$ cat src/rtl/axil_multi_adder.sv
// ---------------------------------------------------------------------------
// axil_multi_adder
//   AXI4-Lite slave with NUM_CH independent add/subtract channels.
//
//   Register map (byte addresses, low two address bits ignored):
//     0x10*c + 0x0  A       (RW, byte-maskable)
//     0x10*c + 0x4  B       (RW, byte-maskable)
//     0x10*c + 0x8  RESULT  (RO)
//     0x10*c + 0xC  STATUS  (RO: bit0 carry/borrow, bit1 signed overflow, bit2 valid)
//     0xF0          CTRL    (RW: bit c = subtract for channel c,
//                            bit NUM_CH+c = saturate for channel c when
//                            ADDER_SAT_EN is defined)
//
//   Optional feature macro: ADDER_SAT_EN (signed saturation per channel).
//
//   Ports:
//     s1_axi_aclk / s1_axi_aresetn     clock, async active-low reset
//     s1_axi_aw* / s1_axi_w* / s1_axi_b*   write address, data, response
//     s1_axi_ar* / s1_axi_r*               read address, read data
// ---------------------------------------------------------------------------
module axil_multi_adder #(
  parameter int DATA_WIDTH = 32,
  parameter int ADDR_WIDTH = 8,
  parameter int NUM_CH     = 4
) (
  input  logic                    s1_axi_aclk,
  input  logic                    s1_axi_aresetn,
  input  logic [ADDR_WIDTH-1:0]   s1_axi_awaddr,
  input  logic                    s1_axi_awvalid,
  output logic                    s1_axi_awready,
  input  logic [DATA_WIDTH-1:0]   s1_axi_wdata,
  input  logic [DATA_WIDTH/8-1:0] s1_axi_wstrb,
  input  logic                    s1_axi_wvalid,
  output logic                    s1_axi_wready,
  output logic [1:0]              s1_axi_bresp,
  output logic                    s1_axi_bvalid,
  input  logic                    s1_axi_bready,
  input  logic [ADDR_WIDTH-1:0]   s1_axi_araddr,
  input  logic                    s1_axi_arvalid,
  output logic                    s1_axi_arready,
  output logic [DATA_WIDTH-1:0]   s1_axi_rdata,
  output logic [1:0]              s1_axi_rresp,
  output logic                    s1_axi_rvalid,
  input  logic                    s1_axi_rready
);

  localparam int SW   = DATA_WIDTH / 8;
  localparam int CH_W = ADDR_WIDTH - 4;
  localparam int MSB  = DATA_WIDTH - 1;
`ifdef ADDER_SAT_EN
  localparam int CTRL_BITS = 2 * NUM_CH;
`else
  localparam int CTRL_BITS = NUM_CH;
`endif
  localparam logic [ADDR_WIDTH-3:0] CTRL_WORD = (ADDR_WIDTH-2)'(60);  // 0xF0 >> 2
  localparam logic [1:0] RESP_OKAY   = 2'b00;
  localparam logic [1:0] RESP_SLVERR = 2'b10;

  function automatic logic [DATA_WIDTH-1:0] ctrl_mask_f();
    logic [DATA_WIDTH-1:0] m;
    m = '0;
    for (int i = 0; i < CTRL_BITS; i++) m[i] = 1'b1;
    return m;
  endfunction

  localparam logic [DATA_WIDTH-1:0] CTRL_MASK = ctrl_mask_f();

  function automatic logic [DATA_WIDTH-1:0] apply_strb(
    input logic [DATA_WIDTH-1:0] old_v,
    input logic [DATA_WIDTH-1:0] new_v,
    input logic [SW-1:0]         strb
  );
    logic [DATA_WIDTH-1:0] r;
    r = old_v;
    for (int i = 0; i < SW; i++)
      if (strb[i]) r[8*i +: 8] = new_v[8*i +: 8];
    return r;
  endfunction

  // Returns {overflow, carry, result}.
  function automatic logic [DATA_WIDTH+1:0] calc(
    input logic [DATA_WIDTH-1:0] a,
    input logic [DATA_WIDTH-1:0] b,
    input logic                  sub,
    input logic                  sat
  );
    logic [DATA_WIDTH:0]   s;
    logic [DATA_WIDTH-1:0] r;
    logic                  ovf;
    s   = sub ? ({1'b0, a} - {1'b0, b}) : ({1'b0, a} + {1'b0, b});
    ovf = (sub ? (a[MSB] != b[MSB]) : (a[MSB] == b[MSB])) && (s[MSB] != a[MSB]);
    r   = s[DATA_WIDTH-1:0];
    // Overflow direction follows the sign of A: positive A can only overflow upward.
    if (sat && ovf) r = a[MSB] ? {1'b1, {(DATA_WIDTH-1){1'b0}}} : {1'b0, {(DATA_WIDTH-1){1'b1}}};
    return {ovf, s[DATA_WIDTH], r};
  endfunction

  typedef enum logic { W_IDLE, W_RESP } w_state_e;
  typedef enum logic { R_IDLE, R_DATA } r_state_e;

  w_state_e              w_state_q;
  r_state_e              r_state_q;
  logic                  awready_q, wready_q, aw_held_q, w_held_q;
  logic                  bvalid_q, rvalid_q;
  logic [1:0]            bresp_q, rresp_q;
  logic [DATA_WIDTH-1:0] rdata_q;
  logic [ADDR_WIDTH-1:0] awaddr_q;
  logic [DATA_WIDTH-1:0] wdata_q;
  logic [SW-1:0]         wstrb_q;

  logic [DATA_WIDTH-1:0] a_q   [NUM_CH];
  logic [DATA_WIDTH-1:0] b_q   [NUM_CH];
  logic [DATA_WIDTH-1:0] res_q [NUM_CH];
  logic [2:0]            stat_q[NUM_CH];
  logic [DATA_WIDTH-1:0] ctrl_q;
  logic [NUM_CH-1:0]     pend_q;

  // Write-side combinational decode
  logic                  aw_hs, w_hs, commit;
  logic [ADDR_WIDTH-1:0] wr_addr;
  logic [DATA_WIDTH-1:0] wr_data;
  logic [SW-1:0]         wr_strb;
  logic [ADDR_WIDTH-3:0] wr_word;
  logic [CH_W-1:0]       wr_ch;
  logic                  wr_is_ctrl, wr_ok;
  logic [NUM_CH-1:0]     wr_hit, ctrl_chg, launch_ab, launch;
  logic [DATA_WIDTH-1:0] ctrl_d;

  // Read-side combinational decode
  logic [ADDR_WIDTH-3:0] rd_word;
  logic [CH_W-1:0]       rd_ch;
  logic [DATA_WIDTH-1:0] rd_data;
  logic                  rd_ok;

  assign aw_hs   = s1_axi_awvalid && awready_q;
  assign w_hs    = s1_axi_wvalid && wready_q;
  assign commit  = (w_state_q == W_IDLE) && (aw_held_q || aw_hs) && (w_held_q || w_hs);
  assign wr_addr = aw_held_q ? awaddr_q : s1_axi_awaddr;
  assign wr_data = w_held_q  ? wdata_q  : s1_axi_wdata;
  assign wr_strb = w_held_q  ? wstrb_q  : s1_axi_wstrb;
  assign wr_word = wr_addr[ADDR_WIDTH-1:2];
  assign wr_ch   = wr_word[ADDR_WIDTH-3:2];
  assign rd_word = s1_axi_araddr[ADDR_WIDTH-1:2];
  assign rd_ch   = rd_word[ADDR_WIDTH-3:2];

  logic unused_ok;
  assign unused_ok = ^{wr_addr[1:0], s1_axi_araddr[1:0]};

  always_comb begin
    wr_is_ctrl = (wr_word == CTRL_WORD);
    wr_hit     = '0;
    ctrl_chg   = '0;
    ctrl_d     = apply_strb(ctrl_q, wr_data, wr_strb) & CTRL_MASK;
    for (int c = 0; c < NUM_CH; c++) begin
      wr_hit[c]   = !wr_is_ctrl && (wr_ch == CH_W'(c)) && !wr_word[1];
      ctrl_chg[c] = ctrl_d[c] ^ ctrl_q[c];
`ifdef ADDER_SAT_EN
      // Toggling saturation also changes the visible result, so relaunch too.
      ctrl_chg[c] = ctrl_chg[c] | (ctrl_d[NUM_CH+c] ^ ctrl_q[NUM_CH+c]);
`endif
    end
    wr_ok     = wr_is_ctrl || (|wr_hit);
    launch_ab = commit ? wr_hit : '0;
    launch    = launch_ab | ((commit && wr_is_ctrl) ? ctrl_chg : '0);
  end

  always_comb begin
    rd_data = '0;
    rd_ok   = 1'b0;
    if (rd_word == CTRL_WORD) begin
      rd_data = ctrl_q;
      rd_ok   = 1'b1;
    end else begin
      for (int c = 0; c < NUM_CH; c++) begin
        if (rd_ch == CH_W'(c)) begin
          rd_ok = 1'b1;
          case (rd_word[1:0])
            2'd0:    rd_data = a_q[c];
            2'd1:    rd_data = b_q[c];
            2'd2:    rd_data = res_q[c];
            default: rd_data = {{(DATA_WIDTH-3){1'b0}}, stat_q[c]};
          endcase
        end
      end
    end
  end

  // Write FSM: AW and W captured independently, commit once both are held.
  always_ff @(posedge s1_axi_aclk or negedge s1_axi_aresetn) begin
    if (!s1_axi_aresetn) begin
      w_state_q <= W_IDLE;
      awready_q <= 1'b1;
      wready_q  <= 1'b1;
      aw_held_q <= 1'b0;
      w_held_q  <= 1'b0;
      bvalid_q  <= 1'b0;
      bresp_q   <= RESP_OKAY;
      awaddr_q  <= '0;
      wdata_q   <= '0;
      wstrb_q   <= '0;
    end else begin
      case (w_state_q)
        W_IDLE: begin
          if (aw_hs) begin
            awready_q <= 1'b0;
            aw_held_q <= 1'b1;
            awaddr_q  <= s1_axi_awaddr;
          end
          if (w_hs) begin
            wready_q <= 1'b0;
            w_held_q <= 1'b1;
            wdata_q  <= s1_axi_wdata;
            wstrb_q  <= s1_axi_wstrb;
          end
          if (commit) begin
            w_state_q <= W_RESP;
            aw_held_q <= 1'b0;
            w_held_q  <= 1'b0;
            bvalid_q  <= 1'b1;
            bresp_q   <= wr_ok ? RESP_OKAY : RESP_SLVERR;
          end
        end
        default: begin
          if (s1_axi_bready) begin
            w_state_q <= W_IDLE;
            bvalid_q  <= 1'b0;
            awready_q <= 1'b1;
            wready_q  <= 1'b1;
          end
        end
      endcase
    end
  end

  // Read FSM
  always_ff @(posedge s1_axi_aclk or negedge s1_axi_aresetn) begin
    if (!s1_axi_aresetn) begin
      r_state_q <= R_IDLE;
      rvalid_q  <= 1'b0;
      rdata_q   <= '0;
      rresp_q   <= RESP_OKAY;
    end else begin
      case (r_state_q)
        R_IDLE: begin
          if (s1_axi_arvalid && s1_axi_arready) begin
            r_state_q <= R_DATA;
            rvalid_q  <= 1'b1;
            rdata_q   <= rd_data;
            rresp_q   <= rd_ok ? RESP_OKAY : RESP_SLVERR;
          end
        end
        default: begin
          if (s1_axi_rready) begin
            r_state_q <= R_IDLE;
            rvalid_q  <= 1'b0;
          end
        end
      endcase
    end
  end

  // Register file and compute pipeline: a launched channel computes on the
  // following clock from the already-updated operands and CTRL.
  always_ff @(posedge s1_axi_aclk or negedge s1_axi_aresetn) begin
    if (!s1_axi_aresetn) begin
      for (int c = 0; c < NUM_CH; c++) begin
        a_q[c]    <= '0;
        b_q[c]    <= '0;
        res_q[c]  <= '0;
        stat_q[c] <= '0;
      end
      ctrl_q <= '0;
      pend_q <= '0;
    end else begin
      pend_q <= launch;
      for (int c = 0; c < NUM_CH; c++) begin
        if (pend_q[c]) begin
          logic [DATA_WIDTH+1:0] r;
          logic                  sat;
`ifdef ADDER_SAT_EN
          sat = ctrl_q[NUM_CH+c];
`else
          sat = 1'b0;
`endif
          r = calc(a_q[c], b_q[c], ctrl_q[c], sat);
          res_q[c]  <= r[DATA_WIDTH-1:0];
          stat_q[c] <= {1'b1, r[DATA_WIDTH+1], r[DATA_WIDTH]};
        end
        if (wr_hit[c] && commit) begin
          if (wr_word[0]) b_q[c] <= apply_strb(b_q[c], wr_data, wr_strb);
          else            a_q[c] <= apply_strb(a_q[c], wr_data, wr_strb);
        end
        // An operand write invalidates any result, including one landing now.
        if (launch_ab[c]) stat_q[c][2] <= 1'b0;
      end
      if (commit && wr_is_ctrl) ctrl_q <= ctrl_d;
    end
  end

  assign s1_axi_awready = awready_q;
  assign s1_axi_wready  = wready_q;
  assign s1_axi_bvalid  = bvalid_q;
  assign s1_axi_bresp   = bresp_q;
  // Holding AR off while any result is in flight keeps RESULT/STATUS coherent.
  assign s1_axi_arready = (r_state_q == R_IDLE) && !(|pend_q);
  assign s1_axi_rvalid  = rvalid_q;
  assign s1_axi_rdata   = rdata_q;
  assign s1_axi_rresp   = rresp_q;

endmodule
$ cat config.mk
export PLATFORM = sky130hd
export DESIGN_NAME = axil_multi_adder
export DESIGN_NICKNAME = d
export VERILOG_FILES = /design/src/rtl/axil_multi_adder.sv
export SDC_FILE = /design/constraint.sdc
export NUM_CORES = 1
export LEC_CHECK = 0
export CORE_ASPECT_RATIO = 1.75
export CORE_MARGIN = 1.5
export CORE_UTILIZATION = 30
export CTS_BUF_LIST = sky130_fd_sc_hd__clkbuf_8
export CTS_CLUSTER_DIAMETER = 120
export DETAILED_ROUTE_END_ITERATION = 12
export PLACE_DENSITY = 0.47
export RECOVER_POWER = 25
export SLEW_MARGIN = 25
export SYNTH_ARGS = -nofsm -noshare
export SYNTH_HDL_FRONTEND = slang
export SYNTH_SLANG_ARGS = --single-unit
export TNS_END_PERCENT = 1
$ cat constraint.sdc
create_clock -name s1_axi_aclk -period 11.9 [get_ports s1_axi_aclk]
set_clock_uncertainty 0.1 [all_clocks]
set_input_delay 3.57 -clock s1_axi_aclk [delete_from_list [all_inputs] [get_ports s1_axi_aclk]]
set_output_delay 3.57 -clock s1_axi_aclk [all_outputs]
set_load 0.02 [all_outputs]
==> run metrics <==
total global routing track utilization=0.203; WP depth=3; Pint=0.00365 W; Final Max Slew Viols=305; share of cells above drive strength 1=0.182; Area Overhead vs Synth=13.5%; Max-Cap Viols=7; cell count after synthesis=3028; Crit. End Element=async pin; detailed placer's ending HPWL=79100 um; pin count of the biggest net entering global routing=157; CTS root buffer=clkbuf_8; Die Span X=245 um; vias in the first global route=24600; IO Port Bufs=93; clk sinks=488; crit start category=input port; CP peak stage delay=3.08 ns; Pwr Density=167 mW/mm2; most common cell after layout, fill and taps aside=dfrtp_1; Hold Vio Cnt, Final=0; flop2flop setup slack=5.67 ns; routed wire length=105000 um; unrepaired setup endpoints after global routing=false; Final Critical Period=8.02 ns; DRC Markers=0; flip-flop and latch count after synthesis=488; warnings from Yosys=0; DRT antenna net count=0; GRT overflow=0; Pre-antenna DRT Iters=7; worst path bufs/invs=3; Ports=100; Final nets=3312; area post-placement=0.0333 mm2; Post-synth EDFFs=0; initial antenna violation count=3; top_reg_cell synth=dfrtp_1; synth unique cells=91; Core ar.=0.102 mm2; Clock Path Buffers=3; min-delay worst type=register to register; CP Data Arrival Time=8.64 ns; first-pass GRT wire length=158000 um; Sw Ratio=0.376; Worst EP required=12.52 ns; R2R depth=7; Worst Tran Pin Value=4.48 ns; status=complete, but fails checks; Syn Area/Cell=10.2 um2; violated checks=capacitance limit, slew limit; CP max stage cell=clkbuf_1; row count=155; CTS clk-pin slew, worst paths=0.06 ns; CP Cell Sequence=clkbuf_1, buf_4, buf_4; most used cell along the critical path=buf_4; die height=427 um; clock share of power=0.281; Seq pwr share=0.381; wire per inst=23.4 um; Finish-stage setup viols=0; sequential share of the synthesized area=0.396; critical path class=input port to async pin; CTS tree=yes; VDD IR max=0.000118 V; Psw=0.00220 W; most frequent cells in the layout=dfrtp_1, mux2_2, nand2_1; fmax=0.125 GHz; Worst R2R Start=pend_q[3]; Slew HR=-1.99; fill count=10600; reg2reg end=s1_axi_rdata[28]; H-tree levels=3; initial core utilization=0.302; initial DRC count=1231; Post-Syn Area=0.0309 mm2; worst-path fanout max=73; cell area after layout=0.0350 mm2; critical path's top delay family=buffers and inverters; CP endpoint=a_q[67]; DR vias/cell=5.23; CTS resizes=0; Pleak=16.3 nW; clk_lat worst skew=0.74 ns; routability cong.=0.875; Setup crit start=s1_axi_aresetn; post-CTS setup buffer count=0; Synth async-reset ratio=1.00; final worst path period share=0.674; Logic pwr share=0.338; die area=0.105 mm2; CTS Buf Count=81; Final TNS setup=0 ns; CTS Hold Buffers Added=0; via count=23600
[tightest hold or removal path: stages (launching register included)]
cell	delay, ns
dfrtp_1	0.34
nand2_1	0.05
nand2_1	0.05
[layer usage]
| layer | share of wire | global-route usage |
|---|---|---|
| met2 | 0.55 | 0.397 |
| met5 | 0 | 0 |
| met3 | 0.033 | 0.0283 |
| met4 | 0.027 | 0.0625 |
| met1 | 0.39 | 0.221 |
[power groups by stage]
stage / Sequential, W / Combinational (W) / Clock [W]
finish: 0.00223 / 0.00198 / 0.00165
global route: 0.00227 / 0.00217 / 0.00177
CTS: 0.00223 / 0.00200 / 0.00171
detailed placement: 0.00226 / 0.00199 / 0
global placement: 0.00225 / 0.00197 / 0
floorplan: 0.00218 / 0.00134 / 0
[worst min path at each step]
| stage | start | end | depth (start not counted) |
|---|---|---|---|
| 3_5_place_dp | s1_axi_rvalid | s1_axi_rvalid | 2 |
| 3_3_place_gp | res_q[0] | res_q[0] | 2 |
| 6_report | s1_axi_rvalid | s1_axi_rvalid | 2 |
| 5_1_grt | s1_axi_rdata[10] | s1_axi_rdata[10] | 2 |
| 4_1_cts | s1_axi_rvalid | s1_axi_rvalid | 2 |
| 2_1_floorplan | res_q[0] | res_q[0] | 2 |
[Yosys cell counts, types with 39 or more instances]
| library cell | n | area [um2] |
|---|---|---|
| dfrtp_1 | 486 | 12200 |
| mux2_1 | 79 | 890 |
| nand2_1 | 217 | 815 |
| ha_1 | 132 | 1650 |
| mux2i_1 | 127 | 1270 |
| a211oi_1 | 41 | 308 |
| nor2_1 | 193 | 724 |
| xnor2_1 | 196 | 1720 |
| o21ai_0 | 188 | 941 |
| clkbuf_1 | 90 | 338 |
| xor2_1 | 39 | 342 |
| nor3_1 | 53 | 265 |
| mux2_2 | 336 | 3780 |
| inv_1 | 92 | 345 |
| a21o_1 | 75 | 563 |
| a21oi_1 | 207 | 1040 |
[logic make-up (layout without fill, tap and decap cells)]
| family | Yosys count | after routing | synth area share |
|---|---|---|---|
| flops | 488 | 488 | 0.396 |
| other cells | 1 | 5 | 0.000122 |
| compound gates | 737 | 737 | 0.151 |
| fa+ha+maj | 136 | 136 | 0.0561 |
| xor+xnor | 235 | 235 | 0.0667 |
| buf+inv | 216 | 363 | 0.0270 |
| mux | 554 | 554 | 0.201 |
| simple gates | 661 | 661 | 0.102 |
[final cells by class]
cell class / instances / area, um2 / share of cell area
timing repair buffer: 128 / 1210 / 0.0344
inverter: 93 / 349 / 0.00997
clock buffer: 104 / 1430 / 0.0409
sequential: 488 / 12200 / 0.349
multi-input combinational: 2325 / 17800 / 0.509
antenna: 3 / 7.51 / 0.000214
clock inverter: 38 / 302 / 0.00861
tap: 1334 / 1670 / 0.0477
[registers in the layout, summed over array words and instances (netlist names), 4 cells and up]
register,cells
pend_q,4
ctrl_q,4
s1_axi_rdata,32
res_q,128
awaddr_q,6
b_q,128
wstrb_q,4
a_q,128
stat_q,12
wdata_q,32
[stage by stage]
| stage | setup slack [ns] | power, W | hold slack [ns] | util | cells |
|---|---|---|---|---|---|
| after detailed placement | 4.66 | 0.00425 | 0.370 | 0.327 | 4368 |
| after CTS | 5.10 | 0.00594 | 0.385 | 0.344 | 4510 |
| after global routing | 3.03 | 0.00621 | 0.395 | 0.343 | 4511 |
| final | 3.88 | 0.00585 | 0.376 | 0.343 | 4513 |
| after global placement | 4.61 | 0.00422 | 0.362 | 0.326 | 4367 |
| after floorplan | 6.22 | 0.00352 | 0.345 | - | 3029 |
(Power assumes the default switching activity.)
